$ cat src/rtl/btn_debounce.sv
// Push-button conditioner: two-flop synchronizer, symmetric debounce FSM,
// press/release/long-press event pulses and a saturating press counter.
module btn_debounce #(
    parameter int unsigned DEBOUNCE_CYCLES = 8,
    parameter int unsigned LONG_CYCLES     = 32
) (
    input  logic       clk2,
    input  logic       rst,
    input  logic       btn_in,
    output logic       btn_level,
    output logic       press_pulse,
    output logic       release_pulse,
    output logic       long_press,
    output logic [7:0] press_count
);

    localparam logic [15:0] DEB_MAX  = 16'(DEBOUNCE_CYCLES);
    localparam logic [15:0] LONG_MAX = 16'(LONG_CYCLES);

    typedef enum logic [1:0] {LOW, WAIT_HIGH, HIGH, WAIT_LOW} state_t;

    state_t      state;
    logic        sync1, sync2;
    logic [15:0] deb_cnt;
    logic [15:0] hold_cnt;
    logic        rel_accept;
    logic        hold_run;

    // The release edge itself does not advance hold_cnt, so long_press can
    // never coincide with release_pulse.
    assign rel_accept = (state == WAIT_LOW) && !sync2 && (deb_cnt >= DEB_MAX);
    assign hold_run   = (state == HIGH) || ((state == WAIT_LOW) && !rel_accept);

    always_ff @(posedge clk2 or posedge rst) begin
        if (rst) begin
            state         <= LOW;
            sync1         <= 1'b0;
            sync2         <= 1'b0;
            deb_cnt       <= '0;
            hold_cnt      <= '0;
            btn_level     <= 1'b0;
            press_pulse   <= 1'b0;
            release_pulse <= 1'b0;
            long_press    <= 1'b0;
            press_count   <= '0;
        end else begin
            sync1         <= btn_in;
            sync2         <= sync1;
            press_pulse   <= 1'b0;
            release_pulse <= 1'b0;
            long_press    <= 1'b0;

            case (state)
                LOW: begin
                    if (sync2) begin
                        state   <= WAIT_HIGH;
                        deb_cnt <= 16'd1;
                    end
                end
                WAIT_HIGH: begin
                    if (!sync2) begin
                        state   <= LOW;
                        deb_cnt <= '0;
                    end else if (deb_cnt >= DEB_MAX) begin
                        state       <= HIGH;
                        deb_cnt     <= '0;
                        hold_cnt    <= '0;
                        btn_level   <= 1'b1;
                        press_pulse <= 1'b1;
                        if (press_count != 8'hFF)
                            press_count <= press_count + 8'd1;
                    end else begin
                        deb_cnt <= deb_cnt + 16'd1;
                    end
                end
                HIGH: begin
                    if (!sync2) begin
                        state   <= WAIT_LOW;
                        deb_cnt <= 16'd1;
                    end
                end
                WAIT_LOW: begin
                    // A glitch back to HIGH keeps hold_cnt, so one press yields one long_press.
                    if (sync2) begin
                        state   <= HIGH;
                        deb_cnt <= '0;
                    end else if (rel_accept) begin
                        state         <= LOW;
                        deb_cnt       <= '0;
                        btn_level     <= 1'b0;
                        release_pulse <= 1'b1;
                    end else begin
                        deb_cnt <= deb_cnt + 16'd1;
                    end
                end
                default: state <= LOW;
            endcase

            if (hold_run && (hold_cnt < LONG_MAX)) begin
                hold_cnt <= hold_cnt + 16'd1;
                if (hold_cnt == LONG_MAX - 16'd1)
                    long_press <= 1'b1;
            end
        end
    end

endmodule
$ cat config.mk
export PLATFORM = sky130hd
export DESIGN_NAME = btn_debounce
export DESIGN_NICKNAME = d
export VERILOG_FILES = /design/src/rtl/btn_debounce.sv
export SDC_FILE = /design/constraint.sdc
export NUM_CORES = 1
export LEC_CHECK = 0
export BUFFER_PORTS_ARGS = -buffer_cell sky130_fd_sc_hd__buf_4
export CORE_UTILIZATION = 40
export CTS_BUF_LIST = sky130_fd_sc_hd__clkbuf_16
export CTS_CLUSTER_SIZE = 30
export DETAILED_ROUTE_END_ITERATION = 10
export GPL_ROUTABILITY_DRIVEN = 0
export SLEW_MARGIN = 10
export SYNTH_ARGS = -nofsm -noshare
export SYNTH_HDL_FRONTEND = slang
export SYNTH_SLANG_ARGS = --single-unit
$ cat constraint.sdc
create_clock -name clk2 -period 5 [get_ports clk2]
set_input_delay 1.25 -clock clk2 [delete_from_list [all_inputs] [get_ports clk2]]
set_output_delay 1.25 -clock clk2 [all_outputs]
set_load 0.05 [all_outputs]
==> results.cfg, run 1 <==
[worst_setup_path]
crit_family = flip-flops
cp.arrival_ns = 0.96
path_max_fanout = 6
critPathKind = flip-flop to output pin
cp_cell_sequence = buf_4
path_buf_inv = 1
slowest_stage = dfrtp_1
worstSetupStartpointType = flip-flop
cpPeakStageDelay_ns = 0.44
crit_path_end_kind = output pin
cp.required_ns = 3.75

[final_layout]
drive_gt1_share_pct = 19.0
mostFrequentLayoutCells = dfrtp_1, and2_1, buf_4, nand2_1, nand3_1
final_common_cell = dfrtp_1
n_fill_cell = 443
fin_area_um2 = 2290
nNetsFinal = 185
area.growth.synth_to_final_pct = 17.2
diodes = 0
post-route-util_pct = 48.6

[sta]
max_clock_freq_mhz = 452
setup_viol = 0
tightest_slew_ns = 0.963
whs_ns = 0.353
slew_viol_final = 0
finalCriticalPeriod_ns = 2.21
rsz0062_at_grt = no
slew_headroom_pct = 35.7
clock_skew_ns = 0.00322
finalCritPeriodShare_pct = 44.2
tns_ns = 0
final_hold_viol_count = 0

[global_route]
grt_max_degree = 49
overflow = 0
grt_pass1_vias = 1251
antenna_found_initial = 0
grtUsageTotal_pct = 14.5
grt_pass1_wl_um = 5730

[logic_synthesis]
ys_top_cells_by_area = dfrtp_1, and2_1, xor2_1
synth_top_cell_by_area = dfrtp_1
yosysSeqAreaShare_pct = 61.4
synthArstFlopShare_pct = 100
ys_types = 42
yosysWarnings = 0
avgSynthCellArea_um2 = 12.2
netlist_area_um2 = 1960
ys_seq_elements = 48
syn-num-nets = 168
synth_cells = 161
synth-edff-count = 0
ys.flop_type = dfrtp_1
yosysTopAreaCellShare_pct = 61.4

[detailed_routing]
via_per_inst = 4.94
drt_iter0_markers = 73
drt_pass1_iterations = 4
drc_errors = 0
ant_nets = 0
vias = 1215
drt-wirelength-per-cell_um = 13.3
routed_wl_um = 3260

[floorplan]
die_y_um = 71.9
die_width_um = 71.9
die-area_um2 = 5180
pin_count = 15
start_util_pct = 41.4
rows = 25
coreArea_um2 = 4720

[clock_network]
htreeDepth = 2
clk_latency_ns = 0.28
postCtsHoldBufs = 0
clk_pin_slew_worst_paths_ns = 0.06
cts_max_path_buffers = 2
cts-buffers-inserted = 5
cts-root-buf = clkbuf_16
cts.sinks = 48
cts_resized = 0
post_cts_buffers = 0
tritoncts = yes

[pwr]
p_per_area_nw_per_um2 = 452
leakagePower_uw = 0.00114
ir_drop_v = 0.000242

[worst_hold_path]
min_path_type = flip-flop to flip-flop

[place]
hpwl_um = 2300
place_area_um2 = 2130
numPortBuffers = 14

[job]
max_cap_viol_count = 0

[status]
status = finished, final reports clean
==> per-layer routing <==
layer	track usage (%)	vias to the layer above	part of all wire [%]
met5	0	-	0
met1	17.9	604	44
met4	5.66	0	1.5
li1	-	587	-
met2	23.8	18	52
met3	4.72	6	2.9
==> stage by stage <==
stage                     cells  setup WS [ns]  power (µW)
after floorplan             161           2.61         639
after global placement      238           2.88         667
after detailed placement    238           2.82         689
after CTS                   246           2.77        1050
after global routing        246           2.74        1110
final                       246           2.79        1040
==> worst paths after layout <==
| kind | slack, ns | start | cells after the start | to |
|---|---|---|---|---|
| min in group asynchronous | 1.19 | rst | 2 | deb_cnt[10] |
| hold reg to reg | 0.35 | sync1 | 0 | sync2 |
| max in group asynchronous | 3.19 | rst | 2 | hold_cnt[3] |
| setup / recovery | 2.79 | press_count[2] | 1 | press_count[2] |
| hold / removal | 0.35 | sync1 | 0 | sync2 |
| setup reg to reg | 2.99 | deb_cnt[10] | 6 | press_count[2] |
==> logic make-up (layout without fill, tap and decap cells) <==
group                    after synthesis  count (layout)  share of synthesized area [%]
XOR/XNOR                               7               7                           3.13
adder cells (fa/ha/maj)                4               4                           2.56
multiplexers                           4               4                           2.24
flip-flops                            48              48                           61.4
buffers and inverters                  9              27                           1.79
AO/OA/AOI/OAI                         16              16                           6.59
AND/OR/NAND/NOR                       73              73                           22.3
==> where the power goes <==
group          total (µW)  switching (µW)  internal [µW]
Sequential            485            54.9            430
Combinational         191             110           81.8
Clock                 359             126            233
==> cell usage after synthesis (3+ instances only) <==
master and instances:
nand2_1 12, inv_1 4, clkbuf_1 3, o21ai_0 4
nand4_1 4, dfrtp_1 48, xor2_1 6, ha_1 4
nor3_1 4, nor2_1 7, nand3_1 8, and2_1 21
==> flip-flops by register name (all words and copies together) (netlist names), named ones only <==
| name | count |
|---|---|
| deb_cnt | 16 |
| press_pulse | 1 |
| release_pulse | 1 |
| hold_cnt | 16 |
| state | 1 |
| sync1 | 1 |
| sync2 | 1 |
| long_press | 1 |
| btn_level | 1 |
| press_count | 8 |
==> cell type report <==
cell class / instances / area, µm² / share of cell area (%)
sequential: 48 / 1200 / 52.4
multi-input combinational: 104 / 721 / 31.4
clock buffer: 5 / 125 / 5.46
timing repair buffer: 14 / 105 / 4.58
tap: 67 / 83.8 / 3.66
clock inverter: 3 / 38.8 / 1.69
inverter: 5 / 18.8 / 0.818
Power figures use the tool's default switching activity.
==> run 2: changes to the inputs <==
==> constraint.sdc (replaced) <==
create_clock -name clk2 -period 1.82 [get_ports clk2]
set_input_delay 0.455 -clock clk2 [delete_from_list [all_inputs] [get_ports clk2]]
set_output_delay 0.455 -clock clk2 [all_outputs]
set_load 0.05 [all_outputs]
==> run 2 against run 1 <==
Against the previous run:
- combinational power increased to 3.5 times the previous value
- sequential power increased to 2.7 times the previous value
- total power increased to 3.0 times the previous value
- sequential cell count unchanged
- sequential share of layout area decreased by 3.1 points
- critical path depth increased by 6
- worst setup slack got worse by 2.7 ns
- utilization increased by 3.0 points
- critical path type is now flip-flop to flip-flop
- largest cell class unchanged
- highest routed layer unchanged
==> results.cfg, run 2 (synthesis gave the netlist of run 1 again) <==
[detailed_routing]
routed_wl_um = 3360
drt-wirelength-per-cell_um = 13.1
vias = 1278
ant_nets = 0
drt_pass1_iterations = 4
drt_iter0_markers = 86
drc_errors = 0
via_per_inst = 4.97

[clock_network]
cts-buffers-inserted = 5
cts_max_path_buffers = 2
htreeDepth = 2
cts-root-buf = clkbuf_16
postCtsHoldBufs = 0
clk_pin_slew_worst_paths_ns = 0.06
cts.sinks = 48
tritoncts = yes
clk_latency_ns = 0.28

[final_layout]
multi_input_area_um2 = 737
reg.largest.list = deb_cnt (16), hold_cnt (16), press_count (8)
fin_area_um2 = 2440
post-route-util_pct = 51.6
n_fill_cell = 418
regArea_um2 = 1200
nNetsFinal = 197
drive_gt1_share_pct = 26.3
mostFrequentLayoutCells = dfrtp_1, buf_4, and2_1, nand2_1, nand3_1
diodes = 0
final_common_cell = dfrtp_1
area.growth.synth_to_final_pct = 24.6

[sta]
final_hold_viol_count = 0
tns_ns = 0
slew_viol_final = 0
setup_viol = 0
finalCritPeriodShare_pct = 97.5
slew_headroom_pct = 66.6
max_clock_freq_mhz = 564
tightest_slew_ns = 0.501
finalCriticalPeriod_ns = 1.77
clock_skew_ns = 0.00227
rsz0062_at_grt = yes

[global_route]
overflow = 0
grt_pass1_wl_um = 5820
grtUsageTotal_pct = 14.7
grt_pass1_vias = 1290
antenna_found_initial = 0
grt_max_degree = 27

[worst_setup_path]
critical_path.most_common_cell = buf_4
cp.required_ns = 1.99
cp_cell_sequence = nor4_2 > nand4_2 > buf_4 > buf_4 > nand2_1 > o21bai_1 > a22o_1
cp.arrival_ns = 1.95
cpPeakStageDelay_ns = 0.39
critPathKind = flip-flop to flip-flop
crit_path_end_kind = flip-flop
slowest_stage = dfrtp_1
worstSetupStartpointType = flip-flop
path_max_fanout = 6

[place]
hpwl_um = 2260
place_area_um2 = 2200
numPortBuffers = 14

[floorplan]
rows = 25
die_y_um = 71.9
start_util_pct = 41.4
die-area_um2 = 5180
coreArea_um2 = 4720
pin_count = 15
die_width_um = 71.9

[job]
max_cap_viol_count = 0

[worst_hold_path]
min_path_type = input port to async pin

[pwr]
p_per_area_nw_per_um2 = 1280
ir_drop_v = 0.000586
leakagePower_uw = 0.00122

[status]
status = finished, final reports clean
## run 2: stage by stage
stage | worst slack (ns) | total power, µW | hold slack [ns] | instances
6_report | 0.0460 | 3130 | 0.204 | 257
5_1_grt | -0.0805 | 3310 | 0.244 | 257
4_1_cts | 0.00728 | 3090 | 0.223 | 255
3_5_place_dp | -0.0350 | 1930 | 0.347 | 246
3_3_place_gp | 0.0369 | 1890 | 0.339 | 246
2_1_floorplan | 0.0165 | 1760 | 0.331 | 161
## run 2: layout make-up
| cell class | count | area share [%] |
|---|---|---|
| Multi-Input combinational cell | 104 | 30.2 |
| Clock inverter | 2 | 2.46 |
| Timing Repair Buffer | 26 | 8.68 |
| Sequential cell | 48 | 49.3 |
| Tap cell | 67 | 3.44 |
| Clock buffer | 5 | 5.13 |
| Inverter | 5 | 0.770 |
## run 2: what timing repair did
| item | 4_1_cts | 5_1_grt |
|---|---|---|
| resized for setup | 0 | 7 |
| buffers inserted | 2 | 2 |
| pin swaps | 2 | 8 |
| endpoints found under the setup margin | 5 | 9 |
## run 2: worst paths after layout
check | startpoint | cells past startpoint | slack, ns | to
worst max register to register | deb_cnt[4] | 7 | 0.05 | btn_level
min in group clk2 | btn_in | 1 | 0.28 | sync1
max in group asynchronous | rst | 3 | 1.12 | hold_cnt[13]
worst min-delay path | rst | 2 | 0.20 | deb_cnt[12]
worst min register to register | sync1 | 0 | 0.36 | sync2
worst max-delay path | deb_cnt[4] | 7 | 0.05 | btn_level
## run 2: critical path: cells and delay by family (launching register included)
kind / cells / cell delay, ns
and+or+nand+nor: 3 / 0.65
buffers and inverters: 2 / 0.33
AOI/OAI and AO/OA: 2 / 0.30
DFF: 1 / 0.39
## run 2: where the power goes
group / switching [µW] / internal [µW] / leakage [µW]
Combinational: 343 / 332 / 0.000484
Clock: 363 / 778 / 0.0000899
Sequential: 130 / 1180 / 0.000645
Total: 836 / 2290 / 0.00122
## run 2: routing by layer
metal  wire (µm)  global-route usage (%)  up-vias
li1            -                       -      608
met1        1530                    18.1      647
met2        1680                    24.6       16
met3          85                    3.33        7
met4          69                    6.97        0
met5           0                       0        -
==> run 3: changes to the inputs <==
--- a/config.mk
+++ b/config.mk
@@ -6,11 +6,14 @@
 export NUM_CORES = 1
 export LEC_CHECK = 0
 export BUFFER_PORTS_ARGS = -buffer_cell sky130_fd_sc_hd__buf_4
-export CORE_UTILIZATION = 40
+export CELL_PAD_IN_SITES_DETAIL_PLACEMENT = 1
+export CELL_PAD_IN_SITES_GLOBAL_PLACEMENT = 2
+export CORE_UTILIZATION = 36
 export CTS_BUF_LIST = sky130_fd_sc_hd__clkbuf_16
 export CTS_CLUSTER_SIZE = 30
 export DETAILED_ROUTE_END_ITERATION = 10
 export GPL_ROUTABILITY_DRIVEN = 0
+export PLACE_DENSITY_LB_ADDON = 0.1
 export SLEW_MARGIN = 10
 export SYNTH_ARGS = -nofsm -noshare
 export SYNTH_HDL_FRONTEND = slang
==> run 3 against run 2 <==
Against the previous run:
- clock power shrank 25%
- worst hold slack gained 0.010 ns
- non-clock buffer count is 2 higher
- final cell count rose by 2.3%
- via count fell by 0.78%
- maximum frequency barely moved
- utilization decreased by 4.1 points
- critical path depth unchanged
- combinational power is essentially flat
- register-to-register slack hardly changed
==> results.cfg, run 3 (synthesis gave the netlist of run 1 again) <==
[detailed_routing]
drt_iter0_markers = 47
ant_nets = 0
drc_errors = 0
drt-wirelength-per-cell_um = 13.9
drt_pass1_iterations = 4
routed_wl_um = 3650
vias = 1268
via_per_inst = 4.82

[floorplan]
rows = 26
die_y_um = 75.7
coreArea_um2 = 5170
pin_count = 15
start_util_pct = 37.8
die_width_um = 75.7
die-area_um2 = 5730

[worst_setup_path]
cp-endpoint = press_count[7]
critPathKind = flip-flop to flip-flop
path_buf_inv = 2
ff2ff_path_depth = 7
cpPeakStageDelay_ns = 0.39
slowest_stage = dfrtp_1
r2r_slack_ns = 0.05
rr_endpoint = press_count[7]
path_max_fanout = 5
r2r-start = deb_cnt[4]
crit_family = simple AND/OR/NAND/NOR gates
cp.arrival_ns = 1.94
cp_cell_sequence = nor4_2 > nand4_2 > buf_6 > nand4_1 > buf_4 > nor3_1 > xor2_1
crit_cells = 7
cp.required_ns = 1.98
worstSetupStartpointType = flip-flop
worstSetupStartpoint = deb_cnt[4]
crit_path_end_kind = flip-flop

[sta]
slew_viol_final = 0
clock_skew_ns = 0.00359
finalCritPeriodShare_pct = 97.5
finalCriticalPeriod_ns = 1.77
final_hold_viol_count = 0
max_clock_freq_mhz = 564
tightest_slew_ns = 0.441
rsz0062_at_grt = yes
whs_ns = 0.214
slew_headroom_pct = 70.6
setup_viol = 0

[pwr]
clkPwrFrac_pct = 30.1
p_total_uw = 2850
p_per_area_nw_per_um2 = 1160
switching_share_pct = 29.8
ir_drop_v = 0.000482
pwr-share-comb_pct = 23.6
p_int_uw = 2000
leakagePower_uw = 0.00122
switchingPower_uw = 852
p_seq_share_pct = 46.3

[clock_network]
cts-buffers-inserted = 5
clk_latency_ns = 0.28
postCtsHoldBufs = 0
cts.sinks = 48
clk_pin_slew_worst_paths_ns = 0.06
tritoncts = yes
htreeDepth = 2
cts_max_path_buffers = 2
cts-root-buf = clkbuf_16

[final_layout]
area.growth.synth_to_final_pct = 25.5
final_common_cell = dfrtp_1
nNetsFinal = 199
fin_area_um2 = 2460
diodes = 0
mostFrequentLayoutCells = dfrtp_1, buf_4, and2_1, nand2_1, nand3_1
post-route-util_pct = 47.5
reg.largest.list = deb_cnt (16), hold_cnt (16), press_count (8)
finalNonFillerCells = 263
drive_gt1_share_pct = 29.0

[global_route]
grt_max_degree = 49
grt_pass1_vias = 1316
grt_pass1_wl_um = 6120
overflow = 0
antenna_found_initial = 0
grtUsageTotal_pct = 14.5

[worst_hold_path]
min_path_type = input port to async pin

[place]
dp.cells = 248
place_area_um2 = 2200
hpwl_um = 2450
numPortBuffers = 14

[job]
max_cap_viol_count = 0

[status]
status = finished, final reports clean
[run 3: cell count changes in the layout (fill, tap and decap cells not counted), sizes merged]
cell,delta
buf,+2
clkinv,+1
inv,+2
bufinv,-2
[run 3: worst min path at each step]
stage                     start          end  slack [ns]  cells past startpoint
final                       rst   deb_cnt[8]        0.21                      3
after detailed placement  sync1        sync2        0.34                      0
after global routing        rst  deb_cnt[13]        0.23                      3
after floorplan           sync1        sync2        0.33                      0
after CTS                   rst   long_press        0.22                      3
after global placement    sync1        sync2        0.34                      0
[run 3: repair_timing]
action                     in CTS  in global routing
pin swaps                       1                  5
setup endpoints to repair       3                 17
setup buffers                   3                  4
resized for setup               0                 16
[run 3: power groups by stage]
stage / clock [µW] / combinational, µW / sequential (µW)
after floorplan: 0 / 480 / 1280
after global placement: 0 / 595 / 1320
after detailed placement: 0 / 624 / 1330
after CTS: 895 / 627 / 1310
after global routing: 927 / 762 / 1350
final: 860 / 673 / 1320
[run 3: layer usage]
layer	track usage [%]	vias to the layer above	part of all wire, %
met5	0	-	0
met4	4.94	0	0.52
met3	5.16	2	2.7
met2	23.6	9	52
met1	18.0	648	45
li1	-	609	-
[run 3: through the flow]
| step | worst slack [ns] | setup TNS, ns |
|---|---|---|
| 3_5_place_dp | -0.0540 | -0.0571 |
| 4_1_cts | 0.00653 | 0 |
| 5_1_grt | -0.0640 | -0.377 |
| 6_report | 0.0456 | 0 |
| 2_1_floorplan | 0.0165 | 0 |
| 3_3_place_gp | -0.0272 | -0.0272 |
[run 3: layout make-up]
class	count	area (µm²)
multi-input combinational	104	776
clock buffer	5	125
tap	70	87.6
timing repair buffer	28	234
fill	563	2720
inverter	5	21.3
sequential	48	1200
clock inverter	3	11.3
[run 3: worst min-delay path, stage by stage]
cell    delay, ns
buf_4        0.11
inv_2        0.06
buf_12       0.25
